$ cat src/rtl/bus_arb_pkg.sv
// Shared types and constants for the bus arbiter: FSM state encoding,
// memory-bus direction values and requester indices.
package bus_arb_pkg;

  typedef enum logic [1:0] {
    IDLE = 2'd0,
    ADDR = 2'd1,
    WAIT = 2'd2,
    DONE = 2'd3
  } state_t;

  localparam logic RW_READ  = 1'b1;
  localparam logic RW_WRITE = 1'b0;

  localparam int REQ_CPU = 0;
  localparam int REQ_DMA = 1;

endpackage

$ cat src/rtl/bus_arb_rr.sv
// Two-way round-robin pick. A lone request always wins; on a tie the
// requester that was not granted last wins. Output is one-hot (or zero).
module rr_arb2
  import bus_arb_pkg::*;
(
  input  logic [1:0] req,
  input  logic       last,
  output logic [1:0] pick
);

  // tie-break on the last-granted index, otherwise pass the lone request through
  always_comb begin
    pick = 2'b00;
    if (req == 2'b11) begin
      if (last == 1'(REQ_DMA)) pick = 2'b01;
      else                     pick = 2'b10;
    end else begin
      pick = req;
    end
  end

endmodule

$ cat src/rtl/bus_arb.sv
// Two-requester (CPU, DMA) arbiter for a single external memory bus.
// Each access runs ADDR -> WAIT x WAIT_CYCLES -> DONE; DONE can chain
// straight into the next ADDR when a request is pending.
// Optional build macro BUS_ARB_RDY_EN adds a mem_rdy input that can stretch
// the WAIT phase until the memory reports ready.
//
//   state | meaning
//   IDLE  | bus released, gnt = 0, waiting for any request
//   ADDR  | address/direction driven for the granted requester
//   WAIT  | wait states, 4-bit down-counter runs to zero
//   DONE  | ack to owner, read data taken from din
module bus_arb
  import bus_arb_pkg::*;
#(
  parameter int unsigned WAIT_CYCLES = 1
) (
  input  logic        clk,
  input  logic        rst,
`ifdef BUS_ARB_RDY_EN
  input  logic        mem_rdy,
`endif
  input  logic [1:0]  req,
  input  logic [15:0] addr0,
  input  logic [15:0] addr1,
  input  logic [7:0]  wdata0,
  input  logic [7:0]  wdata1,
  input  logic        we0,
  input  logic        we1,
  output logic [1:0]  gnt,
  output logic [1:0]  ack,
  output logic [7:0]  rdata,
  output logic [15:0] addrbus,
  output logic        rw,
  output logic [7:0]  dout,
  output logic        dout_oe,
  input  logic [7:0]  din
);

  localparam bit         HAS_WAIT  = (WAIT_CYCLES > 0);
  localparam logic [3:0] WAIT_LOAD = HAS_WAIT ? 4'(WAIT_CYCLES - 1) : 4'd0;

  state_t      state, state_nxt;
  logic [3:0]  wait_cnt, wait_cnt_nxt;
  logic        last;
  logic [1:0]  pick;
  logic        take;
  logic        rdy;
  logic        busy;
  logic [15:0] addr_q;
  logic [7:0]  wdata_q;
  logic [7:0]  rdata_q;
  logic        we_q;

`ifdef BUS_ARB_RDY_EN
  assign rdy = mem_rdy;
`else
  assign rdy = 1'b1;
`endif

  rr_arb2 u_rr (
    .req  (req),
    .last (last),
    .pick (pick)
  );

  // state and wait-counter register
  always_ff @(posedge clk) begin
    if (rst) begin
      state    <= IDLE;
      wait_cnt <= 4'd0;
    end else begin
      state    <= state_nxt;
      wait_cnt <= wait_cnt_nxt;
    end
  end

  // next-state, counter load/decrement and grant strobe
  always_comb begin
    state_nxt    = state;
    wait_cnt_nxt = wait_cnt;
    take         = 1'b0;
    case (state)
      IDLE: begin
        if (|req) begin
          state_nxt = ADDR;
          take      = 1'b1;
        end
      end
      ADDR: begin
        // with no wait states a not-ready memory still parks us in WAIT
        if (HAS_WAIT || !rdy) begin
          state_nxt    = WAIT;
          wait_cnt_nxt = WAIT_LOAD;
        end else begin
          state_nxt = DONE;
        end
      end
      WAIT: begin
        if (wait_cnt == 4'd0) begin
          if (rdy) state_nxt = DONE;
        end else begin
          wait_cnt_nxt = wait_cnt - 4'd1;
        end
      end
      DONE: begin
        // the owner's own req during its ack cycle counts as a fresh request
        if (|req) begin
          state_nxt = ADDR;
          take      = 1'b1;
        end else begin
          state_nxt = IDLE;
        end
      end
      default: state_nxt = IDLE;
    endcase
  end

  // grant, round-robin history and latched access parameters
  always_ff @(posedge clk) begin
    if (rst) begin
      gnt     <= 2'b00;
      last    <= 1'(REQ_DMA);
      addr_q  <= 16'h0000;
      wdata_q <= 8'h00;
      we_q    <= 1'b0;
      rdata_q <= 8'h00;
    end else begin
      if (take) begin
        gnt     <= pick;
        last    <= pick[REQ_DMA];
        addr_q  <= pick[REQ_DMA] ? addr1  : addr0;
        wdata_q <= pick[REQ_DMA] ? wdata1 : wdata0;
        we_q    <= pick[REQ_DMA] ? we1    : we0;
      end else if (state == DONE) begin
        gnt <= 2'b00;
      end
      if (state == DONE && !we_q) rdata_q <= din;
    end
  end

  // bus outputs; rdata shows din directly in the ack cycle, then holds it
  assign busy    = (state != IDLE);
  assign ack     = (state == DONE) ? gnt : 2'b00;
  assign rdata   = (state == DONE && !we_q) ? din : rdata_q;
  assign addrbus = addr_q;
  assign rw      = (busy && we_q) ? RW_WRITE : RW_READ;
  assign dout    = wdata_q;
  assign dout_oe = busy && we_q;

endmodule
$ cat config.mk
export PLATFORM = sky130hd
export DESIGN_NAME = bus_arb
export DESIGN_NICKNAME = d
export VERILOG_FILES = /design/src/rtl/bus_arb_pkg.sv /design/src/rtl/bus_arb_rr.sv /design/src/rtl/bus_arb.sv
export SDC_FILE = /design/constraint.sdc
export NUM_CORES = 1
export LEC_CHECK = 0
export CORE_MARGIN = 8
export CORE_UTILIZATION = 36
export CTS_CLUSTER_DIAMETER = 80
export DETAILED_ROUTE_END_ITERATION = 10
export GPL_ROUTABILITY_DRIVEN = 0
export HOLD_SLACK_MARGIN = 0.06
export PLACE_DENSITY = 0.83
export SYNTH_ARGS = -nofsm -noshare
export SYNTH_HDL_FRONTEND = slang
export SYNTH_SLANG_ARGS = --single-unit
$ cat constraint.sdc
create_clock -name clk -period 1.6 [get_ports clk]
set_input_delay 0.48 -clock clk [delete_from_list [all_inputs] [get_ports clk]]
set_output_delay 0.48 -clock clk [all_outputs]
set_load 0.01 [all_outputs]
==> impl_metrics.sql <==
INSERT INTO impl_metrics (metric_group, metric, value, unit) VALUES
('timing', 'finalCritPeriodShare', '122', '%'),
('synth', 'synthesis.area', '0.00196', 'sq mm'),
('synth', 'post_synth.cell_area_avg', '9.77', 'sq um'),
('clock_tree', 'cts_hold_buf', '0', ''),
('layout', 'mostFrequentLayoutCells', 'sky130_fd_sc_hd__clkdlybuf4s50_1 (59), sky130_fd_sc_hd__dfxtp_1 (40), sky130_fd_sc_hd__nor2_1 (26), sky130_fd_sc_hd__dlygate4sd2_1 (26), sky130_fd_sc_hd__mux2i_1 (23)', ''),
('die', 'floorplan.io_pins', '100', ''),
('routing', 'route.final.wire_length', '6870', 'um'),
('layout', 'final_layout_size_suffix_gt1_share', '29.3', '%'),
('setup_path', 'required', '1.12', 'ns'),
('synth', 'number_of_nets_produced_by_synthesis', '268', ''),
('synth', 'netlist.area_leader.share', '42.8', '%'),
('setup_path', 'crit_path_max_fanout', '5', ''),
('grt', 'initial_antenna_violation_count', '0', ''),
('die', 'die_w', '89.8', 'um'),
('clock_tree', 'cts_buffers', '5', ''),
('setup_path', 'r2r_slack', '-0.07', 'ns'),
('timing', 'tightestPinTransition', '0.297', 'ns'),
('outcome', 'run_status', 'complete, but fails checks', ''),
('routing', 'overall_via_count_from_detail_route', '1973', ''),
('die', 'dieArea', '0.00807', 'sq mm'),
('synth', 'yosys-top-cells-area', 'sky130_fd_sc_hd__dfxtp_1 (43%), sky130_fd_sc_hd__mux2i_1 (13%), sky130_fd_sc_hd__a211oi_1 (9.9%)', ''),
('min_path', 'min_delay_worst_endpoint', 'addrbus[4]', ''),
('synth', 'synthesis.yosys.warnings', '0', ''),
('place', 'io_buffers', '99', ''),
('power', 'p_int', '3.81', 'mW'),
('clock_tree', 'clk_root_buffer_cell', 'sky130_fd_sc_hd__clkbuf_8', ''),
('clock_tree', 'cts.sinks', '42', ''),
('synth', 'yosys_register_bits', '42', ''),
('min_path', 'worst_hold_startpoint', 'addrbus[4]', ''),
('routing', 'routed_wire_length_per_instance', '17.4', 'um'),
('clock_tree', 'clock_latency', '0.29', 'ns'),
('power', 'irDropWorstVdd', '0.836', 'mV'),
('place', 'detailedPlacementHpwl', '4300', 'um'),
('synth', 'synth.yosys.seq_area_share', '42.8', '%'),
('power', 'p_clk_share', '11.3', '%'),
('layout', 'layout-area-overhead-vs-synth', '87.8', '%'),
('layout', 'layout.cells.most_common', 'sky130_fd_sc_hd__clkdlybuf4s50_1', ''),
('routing', 'ant_nets', '0', ''),
('setup_path', 'arrival', '1.46', 'ns'),
('clock_tree', 'htree_levels', '2', ''),
('power', 'pwr_density_cell', '1630', 'mW/mm^2'),
('timing', 'setup_viol', '30', ''),
('synth', 'post-synth-top-area-cell', 'sky130_fd_sc_hd__dfxtp_1', ''),
('die', 'floorplan.core_area', '0.00537', 'sq mm'),
('clock_tree', 'clock_tree.buffer_depth', '2', ''),
('outcome', 'failed_checks', 'negative setup slack', ''),
('grt', 'grt-ovfl-total', '0', ''),
('layout', 'area.sequential', '843', 'sq um'),
('min_path', 'hold_path_class', 'reg2reg', ''),
('timing', 'final-hold-violation-count', '0', ''),
('timing', 'finalWorstSetupSlack', '-0.344', 'ns'),
('synth', 'post_synth_inst_count', '201', ''),
('die', 'initial_core_util', '36.5', '%'),
('grt', 'grt_pass1_wl', '10300', 'um'),
('power', 'combinational_share_of_power', '62.1', '%'),
('setup_path', 'reg2reg_to', 'gnt[1]', ''),
('grt', 'pin_count_of_the_biggest_net_entering_global_routing', '27', ''),
('layout', 'fillers', '408', ''),
('timing', 'finalClockSkew', '0.00554', 'ns'),
('power', 'seq_pwr_share', '26.6', '%'),
('synth', 'synth_cell_types', '32', ''),
('grt', 'track_usage', '15.2', '%'),
('setup_path', 'crit-reg2reg-launch', 'state[1]', ''),
('timing', 'finalMaxSlewViolations', '0', ''),
('timing', 'period_needed', '1.94', 'ns'),
('place', 'pre_cts_ws', '-0.531', 'ns'),
('clock_tree', 'tritoncts', 'done', ''),
('job', 'cap_viol_max_count', '0', ''),
('timing', 'grt_setup_unrepaired', 'true', ''),
('routing', 'drtIter0Drc', '42', ''),
('routing', 'route.detailed.drc', '0', '');
[flip-flops by register name, summed over array words and instances (netlist names)]
name	cells
dout	8
gnt	2
rdata_q	8
addrbus	16
last	1
wait_cnt	4
state	2
we_q	1
[what timing repair did]
item                                    4_1_cts  5_1_grt
endpoints found under the setup margin       67       42
gates cloned                                  2        6
buffers inserted                              2        3
resized for setup                           124       13
hold endpoints to repair                      0        0
pin swaps                                     2        7
[synthesized netlist by cell type]
master / number
sky130_fd_sc_hd__dfxtp_1: 42
sky130_fd_sc_hd__a211oi_1: 26
sky130_fd_sc_hd__mux2i_1: 26
sky130_fd_sc_hd__nor2_1: 26
sky130_fd_sc_hd__clkbuf_1: 10
sky130_fd_sc_hd__mux2_2: 8
sky130_fd_sc_hd__nand2b_1: 8
sky130_fd_sc_hd__nor2b_1: 8
sky130_fd_sc_hd__inv_1: 7
sky130_fd_sc_hd__a21oi_1: 5
sky130_fd_sc_hd__ha_1: 5
sky130_fd_sc_hd__and2_1: 2
sky130_fd_sc_hd__buf_2: 2
sky130_fd_sc_hd__buf_6: 2
sky130_fd_sc_hd__nand3_1: 2
sky130_fd_sc_hd__nor3b_1: 2
sky130_fd_sc_hd__o211ai_1: 2
sky130_fd_sc_hd__o21ai_0: 2
sky130_fd_sc_hd__or3_1: 2
sky130_fd_sc_hd__or3b_2: 2
sky130_fd_sc_hd__a21boi_0: 1
sky130_fd_sc_hd__a21o_1: 1
sky130_fd_sc_hd__a221o_1: 1
sky130_fd_sc_hd__a221oi_2: 1
sky130_fd_sc_hd__and3b_1: 1
sky130_fd_sc_hd__buf_4: 1
sky130_fd_sc_hd__nand2_1: 1
sky130_fd_sc_hd__nand4b_1: 1
sky130_fd_sc_hd__o21a_1: 1
sky130_fd_sc_hd__o21ba_2: 1
sky130_fd_sc_hd__o32ai_1: 1
sky130_fd_sc_hd__or4_1: 1
[power by group through the flow]
stage | Combinational, mW | Sequential, mW | Clock [mW]
floorplan | 1.24 | 1.74 | 0
global placement | 2.62 | 1.58 | 0
detailed placement | 2.67 | 1.60 | 0
CTS | 3.15 | 1.59 | 0.704
global route | 3.97 | 1.63 | 0.745
finish | 3.72 | 1.59 | 0.676
[area by class of cell]
cell class | instances | share of cell area [%]
Timing Repair Buffer | 132 | 38.3
Clock buffer | 6 | 2.24
Tap cell | 72 | 2.44
Multi-Input combinational cell | 137 | 33.4
Sequential cell | 42 | 22.9
Inverter | 7 | 0.780
[worst max path at each step]
stage             start        to  slack (ns)  depth (start not counted)
5_1_grt        state[0]  rdata[4]       -0.39                          5
6_report       state[1]  rdata[5]       -0.34                          5
4_1_cts        state[0]  rdata[5]       -0.34                          5
3_3_place_gp     din[0]  rdata[0]       -0.50                          3
2_1_floorplan  state[0]    gnt[1]       -0.02                          6
3_5_place_dp     din[0]  rdata[0]       -0.53                          3
[routing by layer]
| layer | GRT usage [%] | up-vias | routed length [um] |
|---|---|---|---|
| met5 | 0 | - | 0 |
| met4 | 6.49 | 0 | 165 |
| met3 | 5.82 | 15 | 463 |
| met2 | 27.7 | 69 | 3610 |
| met1 | 15.1 | 926 | 2640 |
| li1 | - | 963 | - |
[cells by family after synthesis]
logic type / Yosys count / share of synthesized area [%]
adder cells (fa/ha/maj): 5 / 3.19
flip-flops: 42 / 42.8
buffers and inverters: 22 / 5.29
AND/OR/NAND/NOR: 56 / 15.0
multiplexers: 34 / 17.8
AO/OA/AOI/OAI: 42 / 15.9
[per-stage QoR]
| step | util (%) | instance area (sq um) | instances | total power, mW | hold slack [ns] |
|---|---|---|---|---|---|
| 6_report | 68.6 | 3690 | 396 | 5.99 | 0.489 |
| 5_1_grt | 68.6 | 3690 | 396 | 6.34 | 0.513 |
| 4_1_cts | 65.1 | 3500 | 388 | 5.45 | 0.498 |
| 3_5_place_dp | 59.4 | 3190 | 378 | 4.27 | 0.491 |
| 3_3_place_gp | 59.4 | 3190 | 378 | 4.20 | 0.485 |
| 2_1_floorplan | - | 1990 | 201 | 2.98 | 0.473 |
[worst max-delay path: stages, from the launching register on]
cell                       delay, ns
sky130_fd_sc_hd__dfxtp_2        0.34
sky130_fd_sc_hd__ha_4           0.17
sky130_fd_sc_hd__nand2b_4       0.08
sky130_fd_sc_hd__buf_6          0.14
sky130_fd_sc_hd__mux2_4         0.31
sky130_fd_sc_hd__buf_6          0.12
Power figures use the tool's default switching activity.
==> variant 1, RTL diff (same settings) <==
Make the reset (`rst`) asynchronous in 2 clocked blocks.
--- a/src/rtl/bus_arb.sv
+++ b/src/rtl/bus_arb.sv
@@ -65,5 +65,5 @@
 
   // state and wait-counter register
-  always_ff @(posedge clk) begin
+  always_ff @(posedge clk or posedge rst) begin
     if (rst) begin
       state    <= IDLE;
@@ -117,5 +117,5 @@
 
   // grant, round-robin history and latched access parameters
-  always_ff @(posedge clk) begin
+  always_ff @(posedge clk or posedge rst) begin
     if (rst) begin
       gnt     <= 2'b00;
Formal check against the unedited RTL: differs if rst is asserted again (counterexample within 4 cycles, from zero or initial values and one cycle with rst high); with rst held inactive, the same outputs for 10 cycles.
==> variant 1 against the unedited design <==
The run still ends with negative setup slack left; utilization is 3.3 points lower; total power increased by 6.3%; die area up 3.2%; wire length decreased by 10%; via count decreased by 8.6%; non-clock buffer count decreased by 3; register-to-register slack improved by 0.04 ns; critical path depth did not move; clock power about the same; setup slack worse by 0.050 ns; synthesized area up 4.0%; sequential cell count stayed put; sequential share of layout area up 6.4 points; design area shrank 2.4%.
==> variant 1: results (changes against the unedited design) <==
Detailed routing
  • First DRT Iteration DRCs: 46 (was 42)
  • Met2 WL: 3132 um (was 3605 um)

Outcome
  • Violations in the final reports: negative setup slack (unchanged)
  • Outcome: finished, violations left (unchanged)

Setup path
  • CP Capture Point: rdata[1] (was rdata[5])
  • RR Startpoint: wait_cnt[1] (was state[1])
  • Largest stage delay, worst path: 0.39 ns (was 0.34 ns)
  • Critical Path AT: 1.51 ns (was 1.46 ns)
  • Worst setup path start: state[0] (was state[1])
  • Flop2flop setup slack: -0.03 ns (was -0.07 ns)

Clocking
  • PostCTS Resize Cnt: 95 (was 124)

Finish
  • Multi-input gate area: 0.001002 mm2 (was 0.001230 mm2)
  • Area growth syn-to-layout: 76.27% (was 87.83%)
  • Clock buffers: 5 (was 6)
  • Buffers outside the clock class: 129 (was 132)
  • Seq area share: 0.2925 (was 0.2287)

Yosys
  • Sequential fraction of the synthesis area: 0.5156 (was 0.4283)
  • Post-Syn Instances: 185 (was 201)
  • Number of distinct library cells after synthesis: 30 (was 32)
  • Synth top cells by count: 41 x dfrtp_1, 32 x nand2_1, 28 x mux2i_1, 26 x o21ai_1, 9 x mux2_1 (was 42 x dfxtp_1, 26 x a211oi_1, 26 x mux2i_1, 26 x nor2_1, 10 x clkbuf_1)

Min path
  • Hold Crit Class: in2async (was reg2reg)

Timing
  • Final setup violating endpoints: 13 (was 30)
  • Hold slack: 0.4792 ns (was 0.4888 ns)
  • Final worst clock skew: 0.005150 ns (was 0.005540 ns)
  • Final worst slack: -0.3938 ns (was -0.3443 ns)
  • Slew HR: 0.6621 (was 0.8016)
  • Setup_tns: -3.815 ns (was -3.835 ns)

Placement
  • Cell Area, Placed: 0.003319 mm2 (was 0.003189 mm2)
  • Detailed placer's ending HPWL: 4494 um (was 4296 um)

Global route
  • First-pass GRT wire length: 9949 um (was 10250 um)
  • Grt met3 use: 0.04280 (was 0.05819)
  • GRT Total Usage: 0.1469 (was 0.1524)
  • Number of global-route vias before repair: 2004 (was 2122)
[variant 1: cell types whose count changed in the layout (fill, tap and decap cells not counted), moves of 4 or more]
cell,change
a211oi_1,-11
a211oi_2,-14
a21oi_1,-4
buf_12,+4
clkbuf_16,-5
dfrtp_1,+41
dfxtp_1,-40
mux2i_1,+4
nand2_1,+30
nor2_1,-24
nor2b_1,-7
o21ai_1,+26
[variant 1: cells by family after synthesis]
| family | after synthesis | synth area share |
|---|---|---|
| adders and majority gates | 5 | 0.03066 |
| and+or+nand+nor | 52 | 0.1189 |
| AOI/OAI and AO/OA | 34 | 0.09994 |
| muxes | 37 | 0.1870 |
| DFF | 42 | 0.5156 |
| buffers and inverters | 15 | 0.04782 |
[variant 1: where the power goes]
part | internal [W] | switching [W]
registers | 0.00157 | 0.000231
clock network | 0.000307 | 0.000371
logic | 0.00217 | 0.00171
==> variant 2, RTL diff (same settings) <==
Made on the original files. Add a define of `BUS_ARB_RDY_EN`.
--- a/src/rtl/bus_arb.sv
+++ b/src/rtl/bus_arb.sv
@@ -10,4 +10,6 @@
 //   WAIT  | wait states, 4-bit down-counter runs to zero
 //   DONE  | ack to owner, read data taken from din
+`define BUS_ARB_RDY_EN
+
 module bus_arb
   import bus_arb_pkg::*;
Interface: changed (added mem_rdy); port bits go from 100 to 101. No check against the original RTL was run, so the function may have changed too.
==> variant 2 against the unedited design <==
The run still ends with negative setup slack left; global-route usage decreased by 1.1 points; wire length decreased by 7.9%; first-iteration DRC count increased by 110%; clock power increased by 26%; synthesized cell count increased by 1.5%; combinational power decreased by 25%; sequential cell count unchanged; register-to-register slack got worse by 0.14 ns; synthesized area increased by 1.5%; design area decreased by 0.48%; setup slack improved by 0.022 ns; total power decreased by 13%.
==> variant 2: results (changes against the unedited design) <==
Outcome
  • Outcome: finished, violations left (unchanged)
  • Violations in the final reports: negative setup slack (unchanged)

Detailed routing
  • WL met1: 2640 um (was 2638 um)
  • Met2 WL: 3175 um (was 3605 um)
  • Routed wl met3: 394 um (was 463 um)
  • First DRT Iteration DRCs: 88 (was 42)
  • Via-to-Cell Ratio: 4.849 (was 4.982)

Min path
  • Min-delay src: addrbus[2] (was addrbus[4])

Timing
  • Final worst slack: -0.3226 ns (was -0.3443 ns)
  • Setup_tns: -3.841 ns (was -3.835 ns)
  • Final setup violating endpoints: 17 (was 30)

Global route
  • GRT met2 Usage: 0.2436 (was 0.2767)
  • GRT Total Usage: 0.1414 (was 0.1524)
  • M1 GR Usage: 0.1578 (was 0.1507)
  • Grt met3 use: 0.05320 (was 0.05819)
  • Number of global-route vias before repair: 2020 (was 2122)

Power
  • Seq pwr share: 0.303 (was 0.266)
  • Int Pwr: 0.003387 W (was 0.003805 W)
  • Peak VDD IR: 0.7122 mV (was 0.8357 mV)

Placement
  • Detailed placer's ending HPWL: 4519 um (was 4296 um)
  • Pre-CTS setup slack: -0.5176 ns (was -0.5309 ns)

Yosys
  • Synth top cells by count: 42 x dfxtp_1, 28 x nor2_1, 26 x mux2i_1, 25 x a211oi_1, 10 x clkbuf_1 (was 42 x dfxtp_1, 26 x a211oi_1, 26 x mux2i_1, 26 x nor2_1, 10 x clkbuf_1)
  • Top post-synthesis cells by area: dfxtp_1 42%, mux2i_1 13%, a211oi_1 9.4% (was dfxtp_1 43%, mux2i_1 13%, a211oi_1 9.9%)
  • Mapped Avg Cell Area: 9.770 um2 (was 9.767 um2)

Finish
  • Non-filler instance count after layout: 403 (was 396)
  • Filler instances: 443 (was 408)
  • Fraction of layout cells with a size suffix above 1: 0.3021 (was 0.2932)

Setup path
  • Worst setup path start: state[0] (was state[1])
  • Reg2Reg Depth: 7 (was 6)
  • Reg2reg end: wait_cnt[3] (was gnt[1])
  • Flop2flop setup slack: -0.21 ns (was -0.07 ns)
-- variant 2: timing repair --
item,in CTS,in global routing
cloned,0,2
pin swaps,7,5
buffers inserted,2,6
hold buffers,0,0
resized for setup,110,22
endpoints found under the setup margin,68,31
-- variant 2: cell families (layout without fill, tap and decap cells) --
logic type	count (synthesis)	count (layout)	synth area share
buf+inv	24	151	0.05964
mux	35	35	0.1814
compound gates	40	40	0.1494
fa+ha+maj	6	6	0.03766
flops	42	42	0.4218
simple gates	57	57	0.1500
-- variant 2: final cells by class --
type / instances / share of cell area
repair buffers: 134 / 0.3662
multi-input cells: 138 / 0.3386
flip-flops and latches: 42 / 0.2301
well taps: 72 / 0.02455
clock buffers: 5 / 0.01875
clock inverters: 3 / 0.01193
inverters: 9 / 0.009887
-- variant 2: critical path, cell delays in order, from the launching register on --
cell and delay (ns):
dfxtp_2 0.34, ha_4 0.17, nand2b_4 0.08, buf_6 0.13, mux2_4 0.31, buf_6 0.12
